$ cat config.mk
export PLATFORM = sky130hd
export DESIGN_NAME = multi_scanner_ctrl
export DESIGN_NICKNAME = d
export VERILOG_FILES = /design/src/rtl/multi_scanner_ctrl.sv
export SDC_FILE = /design/constraint.sdc
export NUM_CORES = 1
export LEC_CHECK = 0
export ABC_AREA = 1
export BUFFER_PORTS_ARGS = -buffer_cell sky130_fd_sc_hd__buf_2
export CAP_MARGIN = 25
export CORE_MARGIN = 5
export CORE_UTILIZATION = 31
export DETAILED_ROUTE_END_ITERATION = 7
export SETUP_SLACK_MARGIN = 0.02
export SYNTH_ARGS = -nofsm -noshare
export SYNTH_HDL_FRONTEND = slang
export SYNTH_SLANG_ARGS = --single-unit
$ cat constraint.sdc
create_clock -name clk -period 1.4 [get_ports clk]
set_input_delay 0.35 -clock clk [delete_from_list [all_inputs] [get_ports clk]]
set_output_delay 0.35 -clock clk [all_outputs]
set_load 0.005 [all_outputs]
$ cat src/rtl/multi_scanner_ctrl.sv
// Controller for a bank of cooperating scanners sharing one scan stream.
// One scanner fills at a time; when full it hands the stream to its round-robin
// successor (woken early to STANDBY). Full scanners drain at a fixed rate on flush.
module multi_scanner_ctrl #(
  parameter int unsigned  N_SCAN    = 2,
  parameter int unsigned  MEM_DEPTH = 100,
  parameter int unsigned  WAKE_LVL  = 80,
  parameter int unsigned  XFER_RATE = 10,
  localparam int unsigned MEM_W     = $clog2(MEM_DEPTH + 1),
  localparam int unsigned IDX_W     = (N_SCAN > 1) ? $clog2(N_SCAN) : 1
) (
  input  logic                      clk,
  input  logic                      reset,
  input  logic                      tick,
  input  logic                      flush,
  output logic [3*N_SCAN-1:0]       state,
  output logic [MEM_W*N_SCAN-1:0]   mem_used,
  output logic [IDX_W-1:0]          active_idx,
  output logic                      rdy_flush,
  output logic                      overrun
);

  localparam logic [2:0] StLowPwr  = 3'd0;
  localparam logic [2:0] StStandby = 3'd1;
  localparam logic [2:0] StScan    = 3'd2;
  localparam logic [2:0] StIdle    = 3'd3;
  localparam logic [2:0] StXfer    = 3'd4;

  localparam logic [MEM_W-1:0] Depth   = MEM_W'(MEM_DEPTH);
  localparam logic [MEM_W-1:0] WakeLvl = MEM_W'(WAKE_LVL);
  localparam logic [MEM_W-1:0] Rate    = MEM_W'(XFER_RATE);

  logic [2:0]       r_state     [N_SCAN];
  logic [MEM_W-1:0] r_mem       [N_SCAN];
  logic [IDX_W-1:0] r_active;
  logic             r_overrun;

  logic [2:0]       w_state_nxt [N_SCAN];
  logic [MEM_W-1:0] w_mem_nxt   [N_SCAN];
  logic [IDX_W-1:0] w_active_nxt;
  logic             w_overrun_nxt;

  logic [IDX_W-1:0] w_succ;
  logic             w_scan_tick;
  logic             w_full;
  logic             w_any_idle;
  logic             w_any_xfer;
  logic [IDX_W-1:0] w_flush_idx;

  assign w_succ      = (r_active == IDX_W'(N_SCAN - 1)) ? '0 : r_active + IDX_W'(1);
  assign w_scan_tick = tick && (r_state[r_active] == StScan);
  // Active scanner is full now or becomes full on this edge.
  assign w_full      = (r_mem[r_active] == Depth) ||
                       (w_scan_tick && (r_mem[r_active] == Depth - MEM_W'(1)));

  // Find any IDLE / XFER scanner and the lowest-index IDLE one.
  always_comb begin
    w_any_idle  = 1'b0;
    w_any_xfer  = 1'b0;
    w_flush_idx = '0;
    for (int i = 0; i < int'(N_SCAN); i++) begin
      if (r_state[i] == StXfer) w_any_xfer = 1'b1;
      if ((r_state[i] == StIdle) && !w_any_idle) begin
        w_any_idle  = 1'b1;
        w_flush_idx = IDX_W'(i);
      end
    end
  end

  // Next-state: per-scanner fill/drain, then wake, handoff and flush overrides.
  always_comb begin
    w_state_nxt   = r_state;
    w_mem_nxt     = r_mem;
    w_active_nxt  = r_active;
    w_overrun_nxt = r_overrun;

    for (int i = 0; i < int'(N_SCAN); i++) begin
      case (r_state[i])
        StLowPwr, StStandby, StIdle: ;
        StScan: begin
          if (tick) begin
            if (r_mem[i] >= Depth - MEM_W'(1)) begin
              w_mem_nxt[i]   = Depth;
              w_state_nxt[i] = StIdle;
            end else begin
              w_mem_nxt[i] = r_mem[i] + MEM_W'(1);
            end
          end
        end
        StXfer: begin
          if (r_mem[i] <= Rate) begin
            w_mem_nxt[i]   = '0;
            w_state_nxt[i] = StLowPwr;
          end else begin
            w_mem_nxt[i] = r_mem[i] - Rate;
          end
        end
        default: w_state_nxt[i] = StLowPwr;
      endcase
    end

    if (tick && (r_state[r_active] != StScan)) w_overrun_nxt = 1'b1;

    if ((r_state[w_succ] == StLowPwr) && (r_mem[r_active] >= WakeLvl)) begin
      w_state_nxt[w_succ] = StStandby;
    end

    if (w_full && (r_state[w_succ] == StStandby)) begin
      w_state_nxt[w_succ] = StScan;
      w_active_nxt        = w_succ;
    end

    // rdy_flush is w_any_idle, so a scanner turning IDLE this edge is not eligible.
    if (flush && !w_any_xfer && w_any_idle) begin
      w_state_nxt[w_flush_idx] = StXfer;
    end
  end

  // State registers with asynchronous reset.
  always_ff @(posedge clk or posedge reset) begin
    if (reset) begin
      for (int i = 0; i < int'(N_SCAN); i++) begin
        r_state[i] <= (i == 0) ? StScan : StLowPwr;
        r_mem[i]   <= '0;
      end
      r_active  <= '0;
      r_overrun <= 1'b0;
    end else begin
      r_state   <= w_state_nxt;
      r_mem     <= w_mem_nxt;
      r_active  <= w_active_nxt;
      r_overrun <= w_overrun_nxt;
    end
  end

  // Pack per-scanner registers onto the flat output buses.
  always_comb begin
    state    = '0;
    mem_used = '0;
    for (int i = 0; i < int'(N_SCAN); i++) begin
      state[3*i +: 3]        = r_state[i];
      mem_used[MEM_W*i +: MEM_W] = r_mem[i];
    end
  end

  assign active_idx = r_active;
  assign rdy_flush  = w_any_idle;
  assign overrun    = r_overrun;

endmodule

# ---- After elaboration in Yosys (flattened, before gate mapping)
# Index checks and enable logic that the tools add are counted.
dict set report op_classes {
  muxes 38
  magnitude_cmp 10
  n_addsub 5
  bitwise_logic 12
  reduce_logical 22
  eq_ne 15
}
# operator n
set op_table {}
lappend op_table {{$mux 7} 9}
lappend op_table {{$mux 3} 14}
lappend op_table {{$pmux 7 s2} 2}
lappend op_table {{$ge 7x7->1 const B} 3}
lappend op_table {{$mux 6} 3}
lappend op_table {{$pmux 3 s3} 2}
lappend op_table {{$eq 3x2->1 const B} 5}
lappend op_table {{$add 7x1->7 const B} 2}
lappend op_table {{$eq 7x7->1 const B} 2}
lappend op_table {{$le 7x4->1 const B} 2}
lappend op_table {{$sub 7x4->7 const B} 2}
lappend op_table {{$and 4x4->4} 3}
lappend op_table {{$not 4->4} 3}
lappend op_table {{$logic_and 1x1->1} 10}
lappend op_table {{$eq 3x1->1 const B} 3}
lappend op_table {{$logic_not 3->1} 3}
lappend op_table {{$demux 3 s1} 2}
lappend op_table {{$eq 3x3->1 const B} 2}
lappend op_table {{$ge 2x2->1 const B} 3}
lappend op_table {{$mux 1} 6}
lappend op_table {{$not 1->2} 3}
lappend op_table {{$or 2x2->2} 3}
lappend op_table {{$reduce_or 3->1} 2}
lappend op_table {{$lt 2x1->1 const B} 2}
lappend op_table {{7 further kinds} 11}
dict set report totals {
  in_bits 4
  wordCells 108
  reg_bits 22
  out_inout_bits 23
}

# ---- Depth between registers and ports, before layout
# Gate-level depths: netlist of the first run.
dict set report logic_depth {
  ltp_word 14
  ltp_mapped 12
  mapped_depth_nobuf 11
}

# ---- Least setup slack after synthesis of the first run
# No wires, ideal clock.
dict set report synth_path {
  kind {flip-flop to flip-flop}
  start {register r_mem, in the netlist mem_used[9]}
  end {register r_mem, in the netlist mem_used[9]}
  required_time_ns 1.277
  arrival_ns 1.374
  period_less_slack_ns 1.497
  path_buffers 1
  stages_incl_launch_ff 10
  path_slack_ns -0.097
  setup_ns 0.123
  cell_sequence {dfrtp_1 > clkbuf_2 > inv_1 > ha_1 > a21oi_1 > nand2_1 > nand2_1 > a21oi_1 > o21ai_0 > nand2_1}
}
dict set report synth_via {
  elab_chain_cells 4
  word_cells_on_any_way 8
  classes_between {add/sub: 2; order compare: 2; mux: 4}
}
# element line
set synth_lines {}
lappend synth_lines {{start, declared} 34} ;# logic [MEM_W-1:0] r_mem [N_SCAN];
lappend synth_lines {{start signal, assigned} 130} ;# r_mem <= w_mem_nxt;
lappend synth_lines {{$add 7x1->7 / $ge 7x7->1 (equally long branches)} {86, 82}}
lappend synth_lines {{$mux 7} 82} ;# if (r_mem[i] >= Depth - MEM_W'(1)) begin
lappend synth_lines {{$mux 7} 81} ;# if (tick) begin
lappend synth_lines {{$pmux 7 s2 (*)} 78} ;# case (r_state[i])
# Mark *: on every way between the ends. The rest lies on a longest branch, timed or not. The select of a mux whose other input is x is not followed.
# A chain may end at the register's enable or synchronous reset.

# ---- Worst setup path after layout of the first run
dict set report layout_path {
  start {register r_state, in the netlist state[1]}
  end {output rdy_flush}
}
dict set report layout_via {
  elab_chain_cells 5
}
# element line
set layout_lines {}
lappend layout_lines {{start, declared} 33} ;# logic [2:0] r_state [N_SCAN];
lappend layout_lines {{start signal, assigned by index} 123} ;# r_state[i] <= (i == 0) ? StScan : StLowPwr;
lappend layout_lines {{start signal, assigned} 129} ;# r_state <= w_state_nxt;
lappend layout_lines {{$eq 3x2->1 (*)} 63} ;# if ((r_state[i] == StIdle) && !w_any_idle) begin
lappend layout_lines {{$mux 1 (*)} 63}
lappend layout_lines {{$logic_not 1->1} 63}
lappend layout_lines {{$logic_and 1x1->1} 63}
lappend layout_lines {{$mux 1 (*)} 63}
lappend layout_lines {{end, declared} 19} ;# output logic rdy_flush,
# Mark *: on every way between the ends. The rest lies on a longest branch, timed or not.

==> run summary, run 1 <==
run status = complete, but fails checks
violated checks = negative setup slack
DR iter-0 viols = 78
Die Y = 87.8 um
part of the cycle the worst path needs = 108%
Ports = 27
First-pass DRT Iterations = 4
maximum VDD drop = 0.000341 V
final instance area = 0.00335 mm2
crit path launch type = flop
post-synthesis sequential area ratio = 29.4%
CP cell instances = buf_6 > nand3_4 > nand2_2 > buf_6
RSZ-0062 raised after global routing = true
most frequent cells in the layout = buf_4 (52), nand2_1 (47), buf_6 (36)
vias in the first global route = 2184
TritonCTS clock tree = yes
Clock transition at path regs = 100 ps
top post-synthesis cells by area = dfrtp_1 (28%), nand2_1 (16%), inv_1 (6.8%)
Tmin final = 1510 ps
Worst path slowest cell = dfstp_2
Worst EP required = 1050 ps
Post-DP Area = 0.00250 mm2
layout cells sized above 1 = 63.4%
Setup violations, final = 18
die footprint = 0.00771 mm2
Post-DRT Antenna Nets = 0
Buffers & Inverters on Critical Path = 2
endpoints failing hold = 0
most common cell after layout, fill and taps aside = buf_4
synth warn = 0
grt ovf = 0
synthesized area = 0.00188 mm2
# rows = 28
Top delay family on crit path = flip-flops
pwr dens = 346 mW/mm2
Seq cells post-synth = 22
first-pass GRT wire length = 9.89 mm
Clk Latency, worst-skew pair = 270 ps
Yosys top cell by area = dfrtp_1
Util after Layout = 56.7%
Post-synth EDFFs = 0
largest net degree at the start of global routing = 23
DR vias = 2196
WS Path Type = reg -> out
CP arrival = 1160 ps
Routed WL = 6.50 mm
Starting Density = 31.7%
Fin Setup TNS = -597 ps
Worst-Margin Slew = 321 ps
antenna violations before repair = 0
IO buf count = 26
critical path peak fanout = 2
Critical Path End Type = primary output
Area growth, synth to finish = 78.6%
syn nets = 291
Post-Syn Instances = 277
Tot Pwr = 1.16 mW
Clock Root Buffer = clkbuf_8
WL/cell = 14.2 um
Max-slew headroom = 78.6%
post-placement setup slack = -117 ps
Via-to-Cell Ratio = 4.79
Synth top area share = 28.0%
Setup Skew = 6.69 ps
Filler cells = 541
Core Footprint = 0.00592 mm2
# placed instances = 427
most frequent CP cell = buf_6
Critical Path Max Stage Delay = 550 ps
Leak = 1.53 nW
final worst slack = -108 ps
drc violations = 0
CTS Sinks = 22
Fin Hold WS = 109 ps
Placer Congestion = 0.864
synthesized area per cell = 6.78 um2
antenna cells = 0
max-slew violations = 0
Clock Path Buffers = 2
Max Clk Rate = 0.663 GHz
Post-CTS Hold Buffers = 0
H-tree depth = 1
Post-Layout Cell Count = 458
Die W = 87.8 um
Final nets = 398
Distinct cells, synth = 32
HP Class = in -> async
Post-synth top flop = dfrtp_1
All-Layer GR Usage = 16.1%
Async SR Flop Fraction = 100%
Num CTS Buffers = 3
# Max-Cap Violations = 0
detailed placement HPWL = 4.29 mm
[report_power, final]
group                 switching (mW)  leakage, nW  internal (mW)
combinational                 0.0211         1.27        0.00749
sequential     0.0000000000000000482        0.236          0.635
clock                          0.246       0.0288          0.252
[worst register-to-register path, stage by stage, from the launching register on]
cell and delay [ps]:
dfrtp_2 520, ha_4 210, nor3_4 130, nand2_2 100, buf_4 150, nand4_1 50
and3_1 150, nor2_1 50
[kinds of logic (layout without fill, tap and decap cells)]
logic type | count (synthesis) | count (layout) | synth area share, %
buf+inv | 47 | 153 | 10.6
simple gates | 150 | 150 | 36.8
compound gates | 36 | 36 | 10.9
flops | 22 | 22 | 29.4
fa+ha+maj | 10 | 10 | 6.66
xor+xnor | 12 | 12 | 5.60
[state kept, by name (all words and copies together) (netlist names)]
register	cells
active_idx	1
mem_used	14
overrun	1
state	6
[cells in the mapped netlist, types with 4 or more instances]
cell      n
nor2_2    4
nand3_1  13
nor3_1    4
nand4_1  12
nor2_1   22
o21ai_0  15
inv_1    34
dfrtp_1  21
inv_2     4
ha_1     10
a21oi_1  13
nand2_1  80
nand2_2   6
xor2_1    9
[layout make-up]
type / count / area [um2] / share of cell area, %
inverter: 39 / 164 / 4.89
clock buffer: 4 / 55.1 / 1.64
timing repair buffer: 110 / 906 / 27.0
sequential: 22 / 566 / 16.9
tap: 75 / 93.8 / 2.80
multi-input combinational: 208 / 1570 / 46.8
[layer usage]
layer | global-route usage [%] | vias up | wire length (um) | part of all wire, %
li1 | - | 1094 | - | -
met5 | 0 | - | 0 | 0
met4 | 4.32 | 0 | 167 | 2.6
met2 | 30.2 | 46 | 3500 | 54
met1 | 18.6 | 1042 | 2600 | 40
met3 | 2.92 | 14 | 228 | 3.5
[worst paths after layout]
| check | from | endpoint | depth (start not counted) | slack (ps) |
|---|---|---|---|---|
| max | state[1] | rdy_flush | 4 | -110 |
| min | reset | mem_used[13] | 3 | 110 |
| max reg2reg | mem_used[8] | state[3] | 7 | -50 |
| min reg2reg | overrun | overrun | 1 | 470 |
| max in group asynchronous | reset | state[1] | 3 | 1000 |
| min in group clk | flush | state[2] | 3 | 420 |
[repair_timing]
action	4_1_cts	5_1_grt
gates resized for setup	75	98
endpoints found under the setup margin	24	30
cloned	0	0
buffers inserted	14	14
pin swaps	40	44
Note: power is estimated with default switching activity, not from simulation.
==> run 2, diff against run 1 <==
==> constraint.sdc (replaced) <==
create_clock -name clk -period 1.7 [get_ports clk]
set_input_delay 0.425 -clock clk [delete_from_list [all_inputs] [get_ports clk]]
set_output_delay 0.425 -clock clk [all_outputs]
set_load 0.005 [all_outputs]
==> run summary, run 2 (same netlist as run 1, synthesis figures left out) <==
TritonCTS clock tree = yes
Post-DP Area = 0.00213 mm2 (-15%)
Top delay family on crit path = flip-flops
antenna violations before repair = 0 (unchanged)
die footprint = 0.00771 mm2 (unchanged)
Post-DRT Antenna Nets = 0 (unchanged)
Starting Density = 31.7% (unchanged)
Ports = 27 (unchanged)
Area growth, synth to finish = 20.5%
endpoints failing hold = 0 (unchanged)
Worst EP required = 1270 ps (+220 ps)
first-pass GRT wire length = 8.23 mm (-17%)
grt ovf = 0 (unchanged)
Worst-Margin Slew = 361 ps (+40.2 ps)
Max-slew headroom = 75.9% (-2.7 points)
final instance area = 0.00226 mm2 (-33%)
Tot Pwr = 897 uW (-23%)
Placer Congestion = 0.904 (+4.7%)
CP cell instances = nand3_2 > nand2_1 > buf_2
DR iter-0 viols = 54 (-31%)
DR vias = 1881 (-14%)
R2R depth = 7 (unchanged)
# Max-Cap Violations = 0 (unchanged)
Max Clk Rate = 0.626 GHz
WL/cell = 12.3 um (-13%)
drc violations = 0 (unchanged)
Leak = 1.12 nW (-27%)
Buffers & Inverters on Critical Path = 1 (-1)
WS Path Type = reg -> out
run status = completed
CTS Sinks = 22 (unchanged)
Clock Path Buffers = 2 (unchanged)
RSZ-0062 raised after global routing = true
Register Area = 559 um2 (-1.1%)
Num CTS Buffers = 3 (unchanged)
max reg flops = 14 (unchanged)
Tmin final = 1600 ps
Worst path slowest cell = dfstp_2
HP Class = in -> async
Critical Path End Type = primary output
most frequent cells in the layout = nand2_1 (77), inv_1 (30), buf_2 (26)
CP arrival = 1170 ps (about the same)
antenna cells = 0 (unchanged)
Clk Latency, worst-skew pair = 270 ps (about the same)
critical path peak fanout = 5 (+3)
RR Endpoint = mem_used[9]
Setup Skew = 2.21 ps (-4.48 ps)
H-tree depth = 1 (unchanged)
layout cells sized above 1 = 29.3% (-34 points)
max-slew violations = 0 (unchanged)
Clock transition at path regs = 90 ps (about the same)
largest net degree at the start of global routing = 23 (unchanged)
Core Footprint = 0.00592 mm2 (unchanged)
vias in the first global route = 1764 (-19%)
First-pass DRT Iterations = 4 (unchanged)
area of the multi-input gates = 0.00115 mm2 (-27%)
All-Layer GR Usage = 13.3% (-2.8 points)
Routed WL = 4.84 mm (-26%)
Die Y = 87.8 um (unchanged)
Util after Layout = 38.2% (-18 points)
detailed placement HPWL = 3.76 mm (-12%)
pwr dens = 397 mW/mm2 (+15%)
Via-to-Cell Ratio = 4.80 (about the same)
Die W = 87.8 um (unchanged)
crit path launch type = flop
# rows = 28 (unchanged)
reg2reg start = mem_used[8]
Critical Path Max Stage Delay = 580 ps (+30 ps)
Post-CTS Hold Buffers = 0 (unchanged)
part of the cycle the worst path needs = 93.9%
most common cell after layout, fill and taps aside = nand2_1
Filler cells = 635 (+17%)
IO buf count = 26 (unchanged)
maximum VDD drop = 0.000399 V (+17%)
Setup violations, final = 0 (-18)
FF-to-FF setup slack = 120 ps (+170 ps)
Final nets = 332 (-17%)
Clock Root Buffer = clkbuf_8
## run 2: cell count changes in the layout (fill, tap and decap cells not counted), sizes merged
cell	before	now
buf	110	44
## run 2: layer usage
| metal | vias to the layer above | track usage (%) | routed length, um |
|---|---|---|---|
| li1 | 968 | - | - |
| met1 | 866 | 16.8 | 2150 |
| met2 | 39 | 22.8 | 2420 |
| met3 | 8 | 2.92 | 188 |
| met4 | 0 | 3.77 | 80 |
| met5 | - | 0 | 0 |
## run 2: how the worst max path moves through the flow
stage	start	to	slack [ps]	cells after the start
5_1_grt	mem_used[7]	mem_used[9]	-7	7
6_report	state[1]	rdy_flush	100	3
3_3_place_gp	state[1]	mem_used[2]	50	7
4_1_cts	mem_used[8]	mem_used[9]	20	7
2_1_floorplan	mem_used[9]	mem_used[9]	200	9
3_5_place_dp	state[1]	mem_used[2]	-10	7
## run 2: area by class of cell
class                           instances  share of cell area [%]
Multi-Input combinational cell        208                    50.8
Tap cell                               75                    4.15
Inverter                               39                    6.58
Timing Repair Buffer                   44                    11.7
Clock buffer                            4                    1.99
Sequential cell                        22                    24.7
## run 2: power breakdown
group | switching, mW | total (mW) | internal [mW]
registers | 0.0000000000000000465 | 0.523 | 0.523
clock network | 0.186 | 0.354 | 0.168
logic | 0.0155 | 0.0205 | 0.00508
## run 2: worst reg2reg max path, cell delays in order (launching register included)
cell and delay (ps):
dfrtp_2 470, ha_1 250, nor3_1 200, nand2_1 110, nand2_2 140, a21oi_1 70
o21ai_0 150, nand2_1 70
## run 2: per-stage QoR
step | hold slack (ps) | setup TNS, ps | std cells | setup WS [ps]
3_3_place_gp | 447 | 0 | 380 | 49.8
6_report | 189 | 0 | 392 | 104
2_1_floorplan | 413 | 0 | 277 | 203
3_5_place_dp | 454 | -9.63 | 380 | -9.63
5_1_grt | 236 | -6.81 | 392 | -6.81
4_1_cts | 199 | 0 | 384 | 24.2
## run 2: timing repair
item	4_1_cts	5_1_grt
pin swaps	0	3
buffers inserted	0	8
resized for setup	1	17
endpoints found under the setup margin	2	19
